## src/rtl/serial_pkg.sv

```systemverilog
// Shared definitions for the LCD serial link (serializer and deserializer).
// Holds the receiver state encoding and the default word/packet geometry.
package serial_pkg;

  localparam int SERIAL_WORD_WIDTH   = 8;
  localparam int SERIAL_PACKET_WIDTH = 9;

  typedef enum logic [1:0] {
    HUNT  = 2'd0,
    IDLE  = 2'd1,
    SHIFT = 2'd2
  } state_t;

endpackage

```

## src/rtl/sync_ff.sv

```systemverilog
// Single-bit multi-flop synchronizer for pins driven outside the clk domain.
// All link pins share the same depth so their relative alignment is preserved.
module sync_ff #(
  parameter int STAGES = 2
) (
  input  logic clk,
  input  logic rst,
  input  logic d,
  output logic q
);

  logic [STAGES-1:0] chain_r;

  // Shift the raw pin through the synchronizer chain.
  always_ff @(posedge clk) begin
    if (rst) begin
      chain_r <= {STAGES{1'b0}};
    end else begin
      chain_r <= {chain_r[STAGES-2:0], d};
    end
  end

  assign q = chain_r[STAGES-1];

endmodule

```

## src/rtl/serial_rx.sv

```systemverilog
// Receive side of the LCD serial link: oversamples sd/cs/sck/rs, rebuilds
// MSB-first words tagged with rs, and offers them through a one-entry slot.
module serial_rx
  import serial_pkg::*;
#(
  parameter int WORD_WIDTH   = SERIAL_WORD_WIDTH,
  parameter int PACKET_WIDTH = SERIAL_PACKET_WIDTH,
  parameter int SYNC_STAGES  = 2
) (
  input  logic                    clk,
  input  logic                    rst,
  input  logic                    sd,
  input  logic                    cs,
  input  logic                    sck,
  input  logic                    rs,
  output logic                    valid,
  input  logic                    ready,
  output logic [PACKET_WIDTH-1:0] data,
  output logic                    overrun,
  output logic                    frame_err
);

  localparam int CNT_W = $clog2(WORD_WIDTH + 1);

  logic sd_s;
  logic cs_s;
  logic sck_s;
  logic rs_s;
  logic sck_prev_r;
  logic sck_rise_s;
  logic slot_free_s;
  logic word_done_s;

  state_t                  state_r;
  logic [CNT_W-1:0]        bit_cnt_r;
  logic [WORD_WIDTH-1:0]   shift_r;
  logic [WORD_WIDTH-1:0]   next_word_s;
  logic                    valid_r;
  logic [PACKET_WIDTH-1:0] data_r;
  logic                    overrun_r;
  logic                    frame_err_r;

  function automatic logic [PACKET_WIDTH-1:0] make_packet(
    input logic                  rs_bit,
    input logic [WORD_WIDTH-1:0] word
  );
    logic [PACKET_WIDTH-1:0] pkt;
    pkt                   = {PACKET_WIDTH{1'b0}};
    pkt[WORD_WIDTH-1:0]   = word;
    pkt[PACKET_WIDTH-1]   = rs_bit;
    return pkt;
  endfunction

  sync_ff #(.STAGES(SYNC_STAGES)) u_sync_sd  (.clk(clk), .rst(rst), .d(sd),  .q(sd_s));
  sync_ff #(.STAGES(SYNC_STAGES)) u_sync_cs  (.clk(clk), .rst(rst), .d(cs),  .q(cs_s));
  sync_ff #(.STAGES(SYNC_STAGES)) u_sync_sck (.clk(clk), .rst(rst), .d(sck), .q(sck_s));
  sync_ff #(.STAGES(SYNC_STAGES)) u_sync_rs  (.clk(clk), .rst(rst), .d(rs),  .q(rs_s));

  // Edge detect, next shifted word and slot availability.
  always_comb begin
    sck_rise_s     = sck_s & ~sck_prev_r;
    next_word_s    = shift_r << 1;
    next_word_s[0] = sd_s;
    slot_free_s    = ~valid_r | ready;
    word_done_s    = (bit_cnt_r == CNT_W'(WORD_WIDTH - 1));
  end

  // Receive FSM, shift register and output slot.
  always_ff @(posedge clk) begin
    if (rst) begin
      state_r     <= HUNT;
      bit_cnt_r   <= {CNT_W{1'b0}};
      shift_r     <= {WORD_WIDTH{1'b0}};
      sck_prev_r  <= 1'b0;
      valid_r     <= 1'b0;
      data_r      <= {PACKET_WIDTH{1'b0}};
      overrun_r   <= 1'b0;
      frame_err_r <= 1'b0;
    end else begin
      sck_prev_r  <= sck_s;
      overrun_r   <= 1'b0;
      frame_err_r <= 1'b0;
      if (valid_r && ready) begin
        valid_r <= 1'b0;
      end
      case (state_r)
        HUNT: begin
          bit_cnt_r <= {CNT_W{1'b0}};
          if (cs_s) begin
            state_r <= IDLE;
          end
        end
        IDLE: begin
          bit_cnt_r <= {CNT_W{1'b0}};
          if (!cs_s) begin
            state_r <= SHIFT;
          end
        end
        SHIFT: begin
          // A cs rise takes priority over any sck edge in the same cycle.
          if (cs_s) begin
            if (bit_cnt_r != {CNT_W{1'b0}}) begin
              frame_err_r <= 1'b1;
            end
            bit_cnt_r <= {CNT_W{1'b0}};
            state_r   <= IDLE;
          end else if (sck_rise_s) begin
            shift_r <= next_word_s;
            if (word_done_s) begin
              bit_cnt_r <= {CNT_W{1'b0}};
              if (slot_free_s) begin
                valid_r <= 1'b1;
                data_r  <= make_packet(rs_s, next_word_s);
              end else begin
                overrun_r <= 1'b1;
              end
            end else begin
              bit_cnt_r <= bit_cnt_r + CNT_W'(1);
            end
          end
        end
        default: begin
          state_r   <= HUNT;
          bit_cnt_r <= {CNT_W{1'b0}};
        end
      endcase
    end
  end

  assign valid     = valid_r;
  assign data      = data_r;
  assign overrun   = overrun_r;
  assign frame_err = frame_err_r;

endmodule

```

## config.mk

```make
export PLATFORM = sky130hd
export DESIGN_NAME = serial_rx
export DESIGN_NICKNAME = d
export VERILOG_FILES = /design/src/rtl/serial_pkg.sv /design/src/rtl/sync_ff.sv /design/src/rtl/serial_rx.sv
export SDC_FILE = /design/constraint.sdc
export NUM_CORES = 1
export LEC_CHECK = 0
export BUFFER_PORTS_ARGS = -buffer_cell sky130_fd_sc_hd__buf_2
export CORE_MARGIN = 4
export CORE_UTILIZATION = 45
export CTS_BUF_LIST = sky130_fd_sc_hd__clkbuf_2
export CTS_CLUSTER_SIZE = 16
export DETAILED_ROUTE_END_ITERATION = 8
export PLACE_DENSITY = 0.62
export SYNTH_ARGS = -nofsm -noshare
export SYNTH_HDL_FRONTEND = slang
export SYNTH_SLANG_ARGS = --single-unit
```

## constraint.sdc

```tcl
create_clock -name clk -period 1.44 [get_ports clk]
set_input_delay 0.144 -clock clk [delete_from_list [all_inputs] [get_ports clk]]
set_output_delay 0.144 -clock clk [all_outputs]
set_load 0.01 [all_outputs]
```

**Yosys cells after proc, flatten, opt, wreduce, memory -nomap -nowiden**

Index checks and enable logic that the tools add are counted.

- $add $sub $neg: 1
- Multipliers: 0
- Div/mod/pow operators: 0
- Order comparisons: 0
- Equal/unequal tests: 5
- Shifts and indexed selects: 0
- Multiplexer cells: 12
- Bitwise gates (word level): 8
- Reduce and logical (&&, ||, !) cells: 10

Operators with widths:

| kind | number |
|---|---|
| 1-bit 2-to-1 mux | 8 |
| 1-bit inverter | 6 |
| 3-bit OR reduction | 2 |
| 5-bit AND reduction | 1 |
| 5-bit OR reduction | 1 |
| 4-bit by 1-bit adder with 4-bit output (second input constant) | 1 |
| 4-bit by 3-bit equality test with 1-bit output (second input constant) | 1 |
| 2-bit 2-to-1 mux | 2 |
| 4-bit 2-to-1 mux | 1 |
| 2-bit case mux with 2 select lines | 1 |
| 4-bit nonzero test | 1 |
| 3-bit AND reduction | 1 |
| 2-bit by 1-bit equality test with 1-bit output (second input constant) | 1 |
| 2-bit equality test (second input constant) | 1 |
| 2-bit zero test | 1 |
| 2-bit by 1-bit inequality test with 1-bit output (second input constant) | 1 |
| 2-bit inequality test (second input constant) | 1 |
| 2-bit AND reduction | 1 |
| 2-bit OR reduction | 1 |
| 1-bit AND | 1 |
| 1-bit logical AND | 1 |
| 1-bit OR | 1 |

- Bits in registers: 34
- Latch bits: 0
- Bits in writable memories: 0
- Memory bits (read-only): 0
- Input port bits: 7
- Output and inout bits: 12
- Word-level logic and storage cells: 48
- Memories kept: 0

**Longest topological paths before layout**

Gate-level depths: netlist of run 1.

- Depth in word-level cells: 7
- Depth in mapped cells: 5
- Gate-level depth less buffers: 4

**Modules after synthesis**

A second synthesis of run 1 with hierarchy kept.

- Cell total of the unflattened synthesis: 132
- Area, all modules: 1327.5 sq um

Modules (own cells, without submodules):

| module | times used | cells each | area each (sq um) | seq. area each (sq um) |
|---|---|---|---|---|
| serial_rx | 1 | 116 | 1117.3 | 520.5 |
| sync_ff | 4 | 4 | 52.6 | 40.0 |

**Least setup slack after synthesis of run 1**

Ideal clock, no wire load.

- Kind: register -> register
- From: register bit_cnt_r[0]
- To: register data_r[0] (netlist: data[0])
- Arrival: 1.233 ns
- Required time: 1.368 ns
- Setup slack: 0.135 ns
- Stages on the path, launching flop included: 6
- Path buffers: 1
- Path through: dfxtp_1 ha_1 and3b_1 and4_4 buf_6 mux2i_1

- Cells in the longest elaborated chain, start to end: 2

RTL lines:

| item | line | RTL |
|---|---|---|
| from (decl) | serial_rx.sv:35 | `logic [CNT_W-1:0] bit_cnt_r;` |
| from (signal assigned) | serial_rx.sv:72 | `bit_cnt_r <= {CNT_W{1'b0}};` |
| from (signal assigned) | serial_rx.sv:88 | `bit_cnt_r <= {CNT_W{1'b0}};` |
| from (signal assigned) | serial_rx.sv:94 | `bit_cnt_r <= {CNT_W{1'b0}};` |
| 4-bit by 3-bit equality test with 1-bit output | serial_rx.sv:65 | `word_done_s = (bit_cnt_r == CNT_W'(WORD_WIDTH - 1));` |
| 5-bit AND reduction (no line) | - |  |
| to (signal assigned) | serial_rx.sv:76 | `data_r <= {PACKET_WIDTH{1'b0}};` |
| to (signal assigned) | serial_rx.sv:113 | `data_r <= make_packet(rs_s, next_word_s);` |
| to (decl) | serial_rx.sv:39 | `logic [PACKET_WIDTH-1:0] data_r;` |

Every way passes these cells.
A chain may end at the register's enable or synchronous reset.

**Worst setup path after layout of run 1**

- From: register bit_cnt_r[0]
- To: register bit_cnt_r[3]

- Cells in the longest elaborated chain, start to end: 2
- Elaborated cells on any way between the ends: 3

RTL lines:

| item | line | RTL |
|---|---|---|
| 4-bit by 1-bit adder with 4-bit output / 4-bit by 3-bit equality test with 1-bit output (equally long branches) | serial_rx.sv:118, serial_rx.sv:65 |  |
| 4-bit 2-to-1 mux (*) | serial_rx.sv:109 | `if (word_done_s) begin` |

Every way passes the cells marked *; elsewhere a longest branch is shown, timed or not.

==> results.cfg, run 1 <==
[final_layout]
fin_cells = 193
syn_to_final_growth_pct = 21.2
final_instance_area_mm2 = 0.00161
seq_area_um2 = 683
area_taken_by_multi_input_logic_gates_um2 = 607
fill_cells = 268
antennaDiodeCount = 0
utilization = 0.577
nNetsFinal = 170
layout-drive-gt1-share = 0.241

[synthesis]
synth_area_mm2 = 0.00133
synthCells = 133
number_of_synthesized_register_bits = 34
mappedNetlistNets = 142
synth-warning-count = 0
avgSynthCellArea_um2 = 9.96
yosys.cell_types.count = 26
ys_seq_area_frac = 0.514

[timing]
final-max-slew-violation-count = 0
hold_viol = 0
worst_hold_slack_ns = 0.0398
worst_slew_pin_slew_ns = 0.343
slew_headroom = 0.765
max_clock_freq_mhz = 711
min_period_over_period = 0.976
final_period_minus_worst_setup_slack_ns = 1.41
final.setup_skew_ns = 0.0127
final_setup_violation_count = 0

[critical_path]
cp_slowest_cell = sky130_fd_sc_hd__or4_4
startpoint_type = flip-flop
worstPathRequired_ns = 1.77
path_depth = 4
path_cells = ha_1, and3b_2, or4_4, a21oi_2
critPathCaptureType = flip-flop
r2r_start = bit_cnt_r[0]$_SDFFE_PP0N_
worst-path-buf-inv = 0
startpoint = bit_cnt_r[0]$_SDFFE_PP0N_
worst_path_top_cell_family_by_delay = simple AND/OR/NAND/NOR gates
arrival_ns = 1.73
endpoint = bit_cnt_r[3]$_SDFFE_PP0N_
crit_path_max_fanout = 6
worst_r2r_endpoint = bit_cnt_r[3]$_SDFFE_PP0N_
timing.reg2reg.worst_path_depth = 4
worst-setup-path-type = reg2reg
setup.reg_to_reg.worst_slack_ns = 0.03
critical-path-max-stage-delay_ns = 0.42

[cts]
cts_tree = done
cts_buffers = 5
clock_insertion_delay_worst_skew_ns = 0.38
clk_path_buf_depth = 2
clk_root_buf = sky130_fd_sc_hd__clkbuf_2
clk_pin_slew_worst_paths_ns = 0.17
htreeDepth = 2
post_cts_setup_buffer_count = 0
cts.sink_count = 34

[placement]
post_dp_cell_area_mm2 = 0.00145
placer_congestion_estimate = 0.736
placement.io_buffers = 18
numPlacedInstances = 180
detailed_placement_wirelength_estimate_mm = 1.48

[run_status]
outcome = finished clean

[detailed_routing]
ant_nets = 0
drt-pass1-iter-count = 4
drt_first_iter_violations = 29
drt-total-wl_mm = 2.33
wl_per_cell_um = 12.1
drcViolationCount = 0
dr_total_vias = 992
route.met3.wl_um = 129
route.met2.wl_mm = 1.01
highest_layer = met4
m1WireLength_mm = 1.13
number_of_vias_per_cell_after_detailed_routing = 5.14

[power_and_ir_drop]
p_comb_frac = 0.036
netSwitchingFraction = 0.202
power.share.clock = 0.439
static_leak_nw = 0.611
power_mw = 1.83
seq_power_share = 0.525
internal_power_mw = 1.46
irDropWorstVdd_mv = 1.06
power.density_cell_area_mw_per_mm2 = 1140
switching_power_mw = 0.370

[worst_hold_path]
worstHoldPathType = in2reg

[global_routing]
grt_max_degree = 37
gr-total-overflow = 0
number_of_antenna_violations_at_the_first_check_in_global_routing = 0
first_global_vias = 914
global_route.usage.total = 0.131
grt_pass1_wl_mm = 4.06

[die]
die_area_mm2 = 0.00388
initial_utilization = 0.476
die_width_um = 62.3
rows = 19
coreArea_mm2 = 0.00278
ios = 19
die_height_um = 62.3

[run]
drv_cap = 0
-- registers in the layout (all words and copies together), names as in the netlist --
register,flops
bit_cnt_r,4
data,9
frame_err,1
overrun,1
sck_prev_r,1
shift_r,7
state_r,2
u_sync_cs.chain_r,2
u_sync_rs.chain_r,2
u_sync_sck.chain_r,2
u_sync_sd.chain_r,2
valid,1
-- worst register-to-register path: cells and delay by family (launching register included) --
kind | cells | cell delay, ns
flip-flops | 1 | 0.38
adder cells (fa/ha/maj) | 1 | 0.22
AND/OR/NAND/NOR | 2 | 0.66
AO/OA/AOI/OAI | 1 | 0.11
-- through the flow --
step,setup TNS (ns),worst slack [ns]
finish,0,0.0341
global route,-0.00444,-0.00331
CTS,0,0.0193
detailed placement,-0.0284,-0.0223
global placement,0,0.0807
floorplan,0,0.135
-- cell type report --
type	instances	area share
multi-input combinational	89	0.378
timing repair buffer	27	0.104
tap	31	0.0242
clock buffer	5	0.0156
sequential	34	0.426
inverter	4	0.00935
clock inverter	3	0.0429
-- logic make-up after synthesis --
family,after synthesis,share of synthesized area
muxes,10,0.0755
adders and majority gates,2,0.0189
AOI/OAI and AO/OA,20,0.0784
DFF,34,0.514
and+or+nand+nor,54,0.258
xor gates and xnor gates,2,0.0132
buffers and inverters,11,0.0425
-- how the worst min path moves through the flow --
stage,end,from,slack (ns),cells past startpoint
after global routing,state_r[0]$_SDFFE_PP0P_,rst,0.03,3
final,state_r[0]$_SDFFE_PP0P_,rst,0.04,3
after detailed placement,u_sync_rs.chain_r[0]$_SDFF_PP0_,rs,0.36,2
after global placement,u_sync_cs.chain_r[0]$_SDFF_PP0_,cs,0.36,2
after floorplan,u_sync_cs.chain_r[0]$_SDFF_PP0_,cs,0.27,1
after CTS,state_r[0]$_SDFFE_PP0P_,rst,0.02,3
-- placed cells by master (no fill, tap or decap), types with 2 or more instances in the layout --
cell type,Yosys,layout
sky130_fd_sc_hd__dfxtp_1,34,32
sky130_fd_sc_hd__nand2b_1,21,21
sky130_fd_sc_hd__buf_2,0,18
sky130_fd_sc_hd__a21oi_1,11,10
sky130_fd_sc_hd__mux2i_1,10,10
sky130_fd_sc_hd__nand3_1,9,9
sky130_fd_sc_hd__nor2b_1,9,9
sky130_fd_sc_hd__o21ai_0,8,8
sky130_fd_sc_hd__clkbuf_2,0,5
sky130_fd_sc_hd__buf_4,0,5
sky130_fd_sc_hd__nor2_1,4,4
sky130_fd_sc_hd__dlygate4sd3_1,0,4
sky130_fd_sc_hd__inv_1,3,3
sky130_fd_sc_hd__or4_4,1,2
sky130_fd_sc_hd__ha_1,2,2
sky130_fd_sc_hd__dfxtp_2,0,2
sky130_fd_sc_hd__bufinv_16,0,2
-- cells in the mapped netlist --
library cell | number | share of area
sky130_fd_sc_hd__a2111oi_0 | 1 | 0.0066
sky130_fd_sc_hd__a21oi_1 | 11 | 0.042
sky130_fd_sc_hd__and3b_1 | 2 | 0.013
sky130_fd_sc_hd__and4_4 | 1 | 0.0085
sky130_fd_sc_hd__and4bb_1 | 1 | 0.0094
sky130_fd_sc_hd__buf_6 | 2 | 0.017
sky130_fd_sc_hd__clkbuf_1 | 5 | 0.014
sky130_fd_sc_hd__clkinv_1 | 1 | 0.0028
sky130_fd_sc_hd__dfxtp_1 | 34 | 0.51
sky130_fd_sc_hd__ha_1 | 2 | 0.019
sky130_fd_sc_hd__inv_1 | 3 | 0.0085
sky130_fd_sc_hd__mux2i_1 | 10 | 0.076
sky130_fd_sc_hd__nand2_1 | 1 | 0.0028
sky130_fd_sc_hd__nand2b_1 | 21 | 0.099
sky130_fd_sc_hd__nand3_1 | 9 | 0.034
sky130_fd_sc_hd__nand3b_1 | 1 | 0.0057
sky130_fd_sc_hd__nand4bb_1 | 1 | 0.0085
sky130_fd_sc_hd__nor2_1 | 4 | 0.011
sky130_fd_sc_hd__nor2b_1 | 9 | 0.042
sky130_fd_sc_hd__nor3_1 | 1 | 0.0038
sky130_fd_sc_hd__o21ai_0 | 8 | 0.030
sky130_fd_sc_hd__or3_1 | 1 | 0.0047
sky130_fd_sc_hd__or4_1 | 1 | 0.0057
sky130_fd_sc_hd__or4_4 | 1 | 0.0085
sky130_fd_sc_hd__xnor2_1 | 1 | 0.0066
sky130_fd_sc_hd__xor2_1 | 1 | 0.0066
-- timing repair --
item                                   CTS  global route
pin swaps                                1             0
setup endpoints to repair                9             9
hold buffers                             4             0
endpoints found under the hold margin    4             0
gates resized for setup                  1             4
gates cloned                             1             0
-- power by group through the flow --
stage          combinational, mW  sequential, mW  clock [mW]
2_1_floorplan             0.0397           0.979           0
3_3_place_gp              0.0561           0.982           0
3_5_place_dp              0.0575           0.982           0
4_1_cts                   0.0662           0.963       0.827
5_1_grt                   0.0728           0.966       0.877
6_report                  0.0660           0.963       0.805
-- layer usage --
layer	track usage	up-vias
met4	0.0875	0
met2	0.189	29
met5	0	-
met3	0.0396	7
li1	-	510
met1	0.168	446
Power figures use the tool's default switching activity.
==> run 2: changes to the inputs <==
HOLD_SLACK_MARGIN = 0.15   (was unset)
SYNTH_HIERARCHICAL = 1   (was unset)
==> results.cfg, run 2 <==
[detailed_routing]
wl_per_cell_um = 12.0
ant_nets = 0
drcViolationCount = 0
dr_total_vias = 1009
number_of_vias_per_cell_after_detailed_routing = 4.92
drt_first_iter_violations = 30
drt-total-wl_mm = 2.46
drt-pass1-iter-count = 4

[cts]
cts.sink_count = 34
htreeDepth = 2
clock_insertion_delay_worst_skew_ns = 0.39
clk_pin_slew_worst_paths_ns = 0.20
clk_root_buf = sky130_fd_sc_hd__clkbuf_2
cts_buffers = 5
clk_path_buf_depth = 2
cts_tree = done

[global_routing]
first_global_vias = 1052
global_route.usage.total = 0.148
grt_pass1_wl_mm = 4.67
gr-total-overflow = 0
grt_max_degree = 27
number_of_antenna_violations_at_the_first_check_in_global_routing = 0

[synthesis]
synth_flop_type = sky130_fd_sc_hd__dfxtp_1
synth-edff-count = 0
number_of_synthesized_register_bits = 34
synth.largest_area_cell = sky130_fd_sc_hd__dfxtp_1
avgSynthCellArea_um2 = 10.1
ys_top_cells_by_count = 34 x sky130_fd_sc_hd__dfxtp_1, 23 x sky130_fd_sc_hd__nand2b_1, 10 x sky130_fd_sc_hd__a21oi_1, 10 x sky130_fd_sc_hd__nor2b_1, 9 x sky130_fd_sc_hd__mux2i_1
mappedNetlistNets = 141
synth_top_area_frac = 0.513
postSynth.asyncResetShare = 0
ys_seq_area_frac = 0.513
synth_top_cells_by_area = sky130_fd_sc_hd__dfxtp_1 51%, sky130_fd_sc_hd__nand2b_1 11%, sky130_fd_sc_hd__mux2i_1 6.8%
synth_area_mm2 = 0.00133
synthCells = 132
synthMostInstantiatedCell = sky130_fd_sc_hd__dfxtp_1
yosys.cell_types.count = 26
synth-warning-count = 6

[critical_path]
crit_path_max_fanout = 4
setup.reg_to_reg.worst_slack_ns = -0.05
arrival_ns = 1.82
startpoint_type = flip-flop
critPathCaptureType = flip-flop
worst_r2r_endpoint = data[1]$_SDFFE_PP0P_
worst-setup-path-type = reg2reg
timing.reg2reg.worst_path_depth = 4
r2r_start = u_sync_cs/chain_r[1]$_SDFF_PP0_
worstPathRequired_ns = 1.77
startpoint = u_sync_cs/chain_r[1]$_SDFF_PP0_

[final_layout]
area_taken_by_multi_input_logic_gates_um2 = 603
syn_to_final_growth_pct = 29.2
mostFrequentLayoutCells = 29 x sky130_fd_sc_hd__dfxtp_1, 23 x sky130_fd_sc_hd__nand2b_1, 18 x sky130_fd_sc_hd__buf_2
max_reg_flops = 9
layout-drive-gt1-share = 0.276
nNetsFinal = 182
fill_cells = 248
antennaDiodeCount = 0
final_common_cell = sky130_fd_sc_hd__dfxtp_1
seq_area_um2 = 687

[power_and_ir_drop]
power.density_cell_area_mw_per_mm2 = 1080
irDropWorstVdd_mv = 0.988
static_leak_nw = 0.662

[die]
coreArea_mm2 = 0.00278
die_height_um = 62.3
rows = 19
ios = 19
die_width_um = 62.3
initial_utilization = 0.477
die_area_mm2 = 0.00388

[run]
drv_cap = 0

[timing]
setup-tns-final_ns = -0.0752
slew_headroom = 0.783
final_setup_violation_count = 4
final_period_minus_worst_setup_slack_ns = 1.49
fin_ws_ns = -0.0504
min_period_over_period = 1.03
worst_hold_slack_ns = 0.462
final-max-slew-violation-count = 0
final.setup_skew_ns = 0.0266
worst_slew_pin_slew_ns = 0.318
max_clock_freq_mhz = 671
hold_viol = 0
grt_setup_unrepaired = yes

[worst_hold_path]
worst_hold_startpoint = u_sync_cs/chain_r[0]$_SDFF_PP0_
worstHoldPathCells = 1
worstHoldEndpoint = u_sync_cs/chain_r[1]$_SDFF_PP0_
worstHoldPathType = reg2reg

[run_status]
violated_checks = negative setup slack
outcome = finished, violations left

[placement]
detailed_placement_wirelength_estimate_mm = 1.67
placement.io_buffers = 18
placer_congestion_estimate = 0.710
[run 2: cell count changes in the layout (fill, tap and decap cells not counted), moves of 3 or more]
cell | before | now
sky130_fd_sc_hd__o21ai_1 | 0 | 4
sky130_fd_sc_hd__o21ai_0 | 8 | 4
sky130_fd_sc_hd__dlygate4sd3_1 | 4 | 9
sky130_fd_sc_hd__dfxtp_2 | 2 | 5
sky130_fd_sc_hd__buf_4 | 5 | 12
sky130_fd_sc_hd__dfxtp_1 | 32 | 29
[run 2: cell families after synthesis]
family / after synthesis / share of synthesized area
muxes: 9 / 0.0679
adders and majority gates: 2 / 0.0188
buffers and inverters: 9 / 0.0368
DFF: 34 / 0.513
AOI/OAI and AO/OA: 20 / 0.0792
and+or+nand+nor: 55 / 0.265
xor gates and xnor gates: 3 / 0.0198
[run 2: repair_timing]
item / CTS / global route
endpoints found under the hold margin: 12 / 0
hold buffers: 9 / 0
buffers inserted: 0 / 1
pin swaps: 0 / 0
gates resized for setup: 3 / 3
setup endpoints to repair: 8 / 9
[run 2: worst max path at each step]
stage	slack (ns)	cells after the start	endpoint
4_1_cts	-0.06	4	data[1]$_SDFFE_PP0P_
5_1_grt	-0.11	4	data[1]$_SDFFE_PP0P_
2_1_floorplan	-0.01	5	data[0]$_SDFFE_PP0P_
3_3_place_gp	0.03	4	data[3]$_SDFFE_PP0P_
6_report	-0.05	4	data[1]$_SDFFE_PP0P_
3_5_place_dp	-0.03	4	data[1]$_SDFFE_PP0P_
[run 2: area by class of cell]
class	instances	area share
clock inverter	3	0.0401
inverter	3	0.00656
sequential	34	0.400
clock buffer	5	0.0146
multi-input combinational	89	0.352
timing repair buffer	40	0.164
tap	31	0.0226
[run 2: metal layers]
layer  vias up  routed length, um  global-route usage
li1        529                  -                   -
met5         -                  0                   0
met4         0                 36              0.0557
met2        18               1170               0.253
met1       457               1120               0.166
met3         5                127              0.0577
[run 2: metrics by stage]
step | total power [mW] | area, um2 | cells | utilization | setup slack [ns]
4_1_cts | 1.88 | 1700 | 204 | 0.613 | -0.0636
5_1_grt | 1.95 | 1720 | 205 | 0.617 | -0.112
3_3_place_gp | 1.05 | 1510 | 187 | 0.543 | 0.0344
6_report | 1.86 | 1720 | 205 | 0.617 | -0.0504
3_5_place_dp | 1.05 | 1510 | 187 | 0.543 | -0.0301
2_1_floorplan | 1.02 | 1330 | 132 | - | -0.0112
[run 2: report_power, final]
| group | leakage (nW) | internal [mW] | switching (mW) |
|---|---|---|---|
| logic | 0.330 | 0.0525 | 0.0369 |
| clock network | 0.0532 | 0.471 | 0.340 |
| registers | 0.278 | 0.955 | 0.00454 |
[run 2: critical path, stage by stage (launching register included)]
cell and delay, ns:
sky130_fd_sc_hd__dfxtp_2 0.36, sky130_fd_sc_hd__or3b_4 0.41, sky130_fd_sc_hd__nor4b_4 0.26, sky130_fd_sc_hd__buf_4 0.20, sky130_fd_sc_hd__mux2i_1 0.22
==> run 3: changes to the inputs <==
==> constraint.sdc (replaced) <==
create_clock -name clk -period 1.44 [get_ports clk]
set_input_delay 0.288 -clock clk [delete_from_list [all_inputs] [get_ports clk]]
set_output_delay 0.288 -clock clk [all_outputs]
set_load 0.01 [all_outputs]
==> results.cfg, run 3 (same netlist as run 2, synthesis figures left out) <==
[run_status]
outcome = finished clean

[worst_hold_path]
worstHoldPathCells = 3
worstHoldPathType = in2reg
worstHoldEndpoint = state_r[0]$_SDFFE_PP0P_
worst_hold_startpoint = rst

[critical_path]
worst-setup-path-type = reg2reg
startpoint_type = flip-flop
timing.reg2reg.worst_path_depth = 4
crit_path_max_fanout = 4
arrival_ns = 1.74
critPathCaptureType = flip-flop
worst_r2r_endpoint = data[2]$_SDFFE_PP0P_
r2r_start = u_sync_cs/chain_r[1]$_SDFF_PP0_
worstPathRequired_ns = 1.75
setup.reg_to_reg.worst_slack_ns = 0.01

[cts]
cts_buffers = 5
cts_tree = done
htreeDepth = 2
clk_root_buf = sky130_fd_sc_hd__clkbuf_2
clk_pin_slew_worst_paths_ns = 0.18
clock_insertion_delay_worst_skew_ns = 0.37
clk_path_buf_depth = 2
cts.sink_count = 34

[global_routing]
first_global_vias = 973
grt_max_degree = 37
global_route.usage.total = 0.137
grt_pass1_wl_mm = 4.25
gr-total-overflow = 0
number_of_antenna_violations_at_the_first_check_in_global_routing = 0

[run]
drv_cap = 0

[timing]
slew_headroom = 0.754
final.setup_skew_ns = 0.0189
setup-tns-final_ns = 0
worst_slew_pin_slew_ns = 0.359
grt_setup_unrepaired = yes
final-max-slew-violation-count = 0
max_clock_freq_mhz = 701
final_setup_violation_count = 0
fin_ws_ns = 0.0128
final_period_minus_worst_setup_slack_ns = 1.43
min_period_over_period = 0.991
hold_viol = 0

[placement]
detailed_placement_wirelength_estimate_mm = 1.67
placement.io_buffers = 18
numPlacedInstances = 187
place_ws_ns = -0.0106
placer_congestion_estimate = 0.747

[final_layout]
layout-drive-gt1-share = 0.268
nNetsFinal = 176
syn_to_final_growth_pct = 20.5
final_common_cell = sky130_fd_sc_hd__dfxtp_1
fin_cells = 199
mostFrequentLayoutCells = 30 x sky130_fd_sc_hd__dfxtp_1, 23 x sky130_fd_sc_hd__nand2b_1, 18 x sky130_fd_sc_hd__buf_2
antennaDiodeCount = 0
max_reg_flops = 9
utilization = 0.575

[die]
die_width_um = 62.3
die_height_um = 62.3
die_area_mm2 = 0.00388
ios = 19
rows = 19
initial_utilization = 0.477
coreArea_mm2 = 0.00278

[detailed_routing]
drt_first_iter_violations = 17
drt-total-wl_mm = 2.41
ant_nets = 0
number_of_vias_per_cell_after_detailed_routing = 5.05
drt-pass1-iter-count = 4
dr_total_vias = 1005
drcViolationCount = 0
wl_per_cell_um = 12.1

[power_and_ir_drop]
static_leak_nw = 0.603
power.density_cell_area_mw_per_mm2 = 920
irDropWorstVdd_mv = 0.813
==> run 3: worst max-delay path by stage <==
stage                                     from              endpoint  slack (ns)  cells after the start
6_report       u_sync_cs/chain_r[1]$_SDFF_PP0_  data[2]$_SDFFE_PP0P_        0.01                      4
5_1_grt        u_sync_cs/chain_r[1]$_SDFF_PP0_  data[7]$_SDFFE_PP0P_        -0.1                      4
3_5_place_dp         bit_cnt_r[1]$_SDFFE_PP0N_  data[2]$_SDFFE_PP0P_       -0.01                      5
3_3_place_gp   u_sync_cs/chain_r[1]$_SDFF_PP0_  data[3]$_SDFFE_PP0P_        0.04                      4
4_1_cts        u_sync_cs/chain_r[1]$_SDFF_PP0_  data[2]$_SDFFE_PP0P_       -0.01                      4
2_1_floorplan  u_sync_cs/chain_r[1]$_SDFF_PP0_  data[0]$_SDFFE_PP0P_       -0.01                      5
==> run 3: where the power goes <==
part	internal (mW)	switching (mW)
Combinational	0.0429	0.0355
Sequential	0.955	0.00428
Clock	0.111	0.323
Total	1.11	0.363
==> run 3: stage by stage <==
step                      power, mW  hold WS [ns]  cell area (um2)
after CTS                      1.49         0.182             1600
after detailed placement       1.05         0.436             1510
after floorplan                1.02         0.352             1330
final                          1.47         0.203             1600
after global routing           1.55         0.183             1600
after global placement         1.05         0.426             1510
==> run 3: cell type report <==
| type | count | area [um2] |
|---|---|---|
| flip-flops and latches | 34 | 686 |
| clock inverters | 3 | 16.3 |
| fillers | 274 | 1180 |
| repair buffers | 34 | 220 |
| clock buffers | 5 | 25.0 |
| multi-input cells | 89 | 603 |
| inverters | 3 | 11.3 |
| well taps | 31 | 38.8 |
==> run 3: timing repair <==
action / CTS / global route
endpoints found under the hold margin: 4 / 0
hold buffers: 4 / 0
endpoints found under the setup margin: 9 / 9
pin swaps: 0 / 0
buffers inserted: 0 / 0
gates resized for setup: 4 / 0
cloned: 0 / 0
==> run 3: per-layer routing <==
layer,wire (um),global-route usage
met1,1050,0.147
met5,0,0
met4,40,0.0743
met3,157,0.0523
met2,1170,0.229
==> run 3: worst max-delay path, stage by stage (launching register included) <==
cell and delay (ns):
sky130_fd_sc_hd__dfxtp_2 0.35, sky130_fd_sc_hd__or3b_4 0.40, sky130_fd_sc_hd__nor4b_4 0.23, sky130_fd_sc_hd__buf_4 0.19, sky130_fd_sc_hd__mux2i_1 0.20
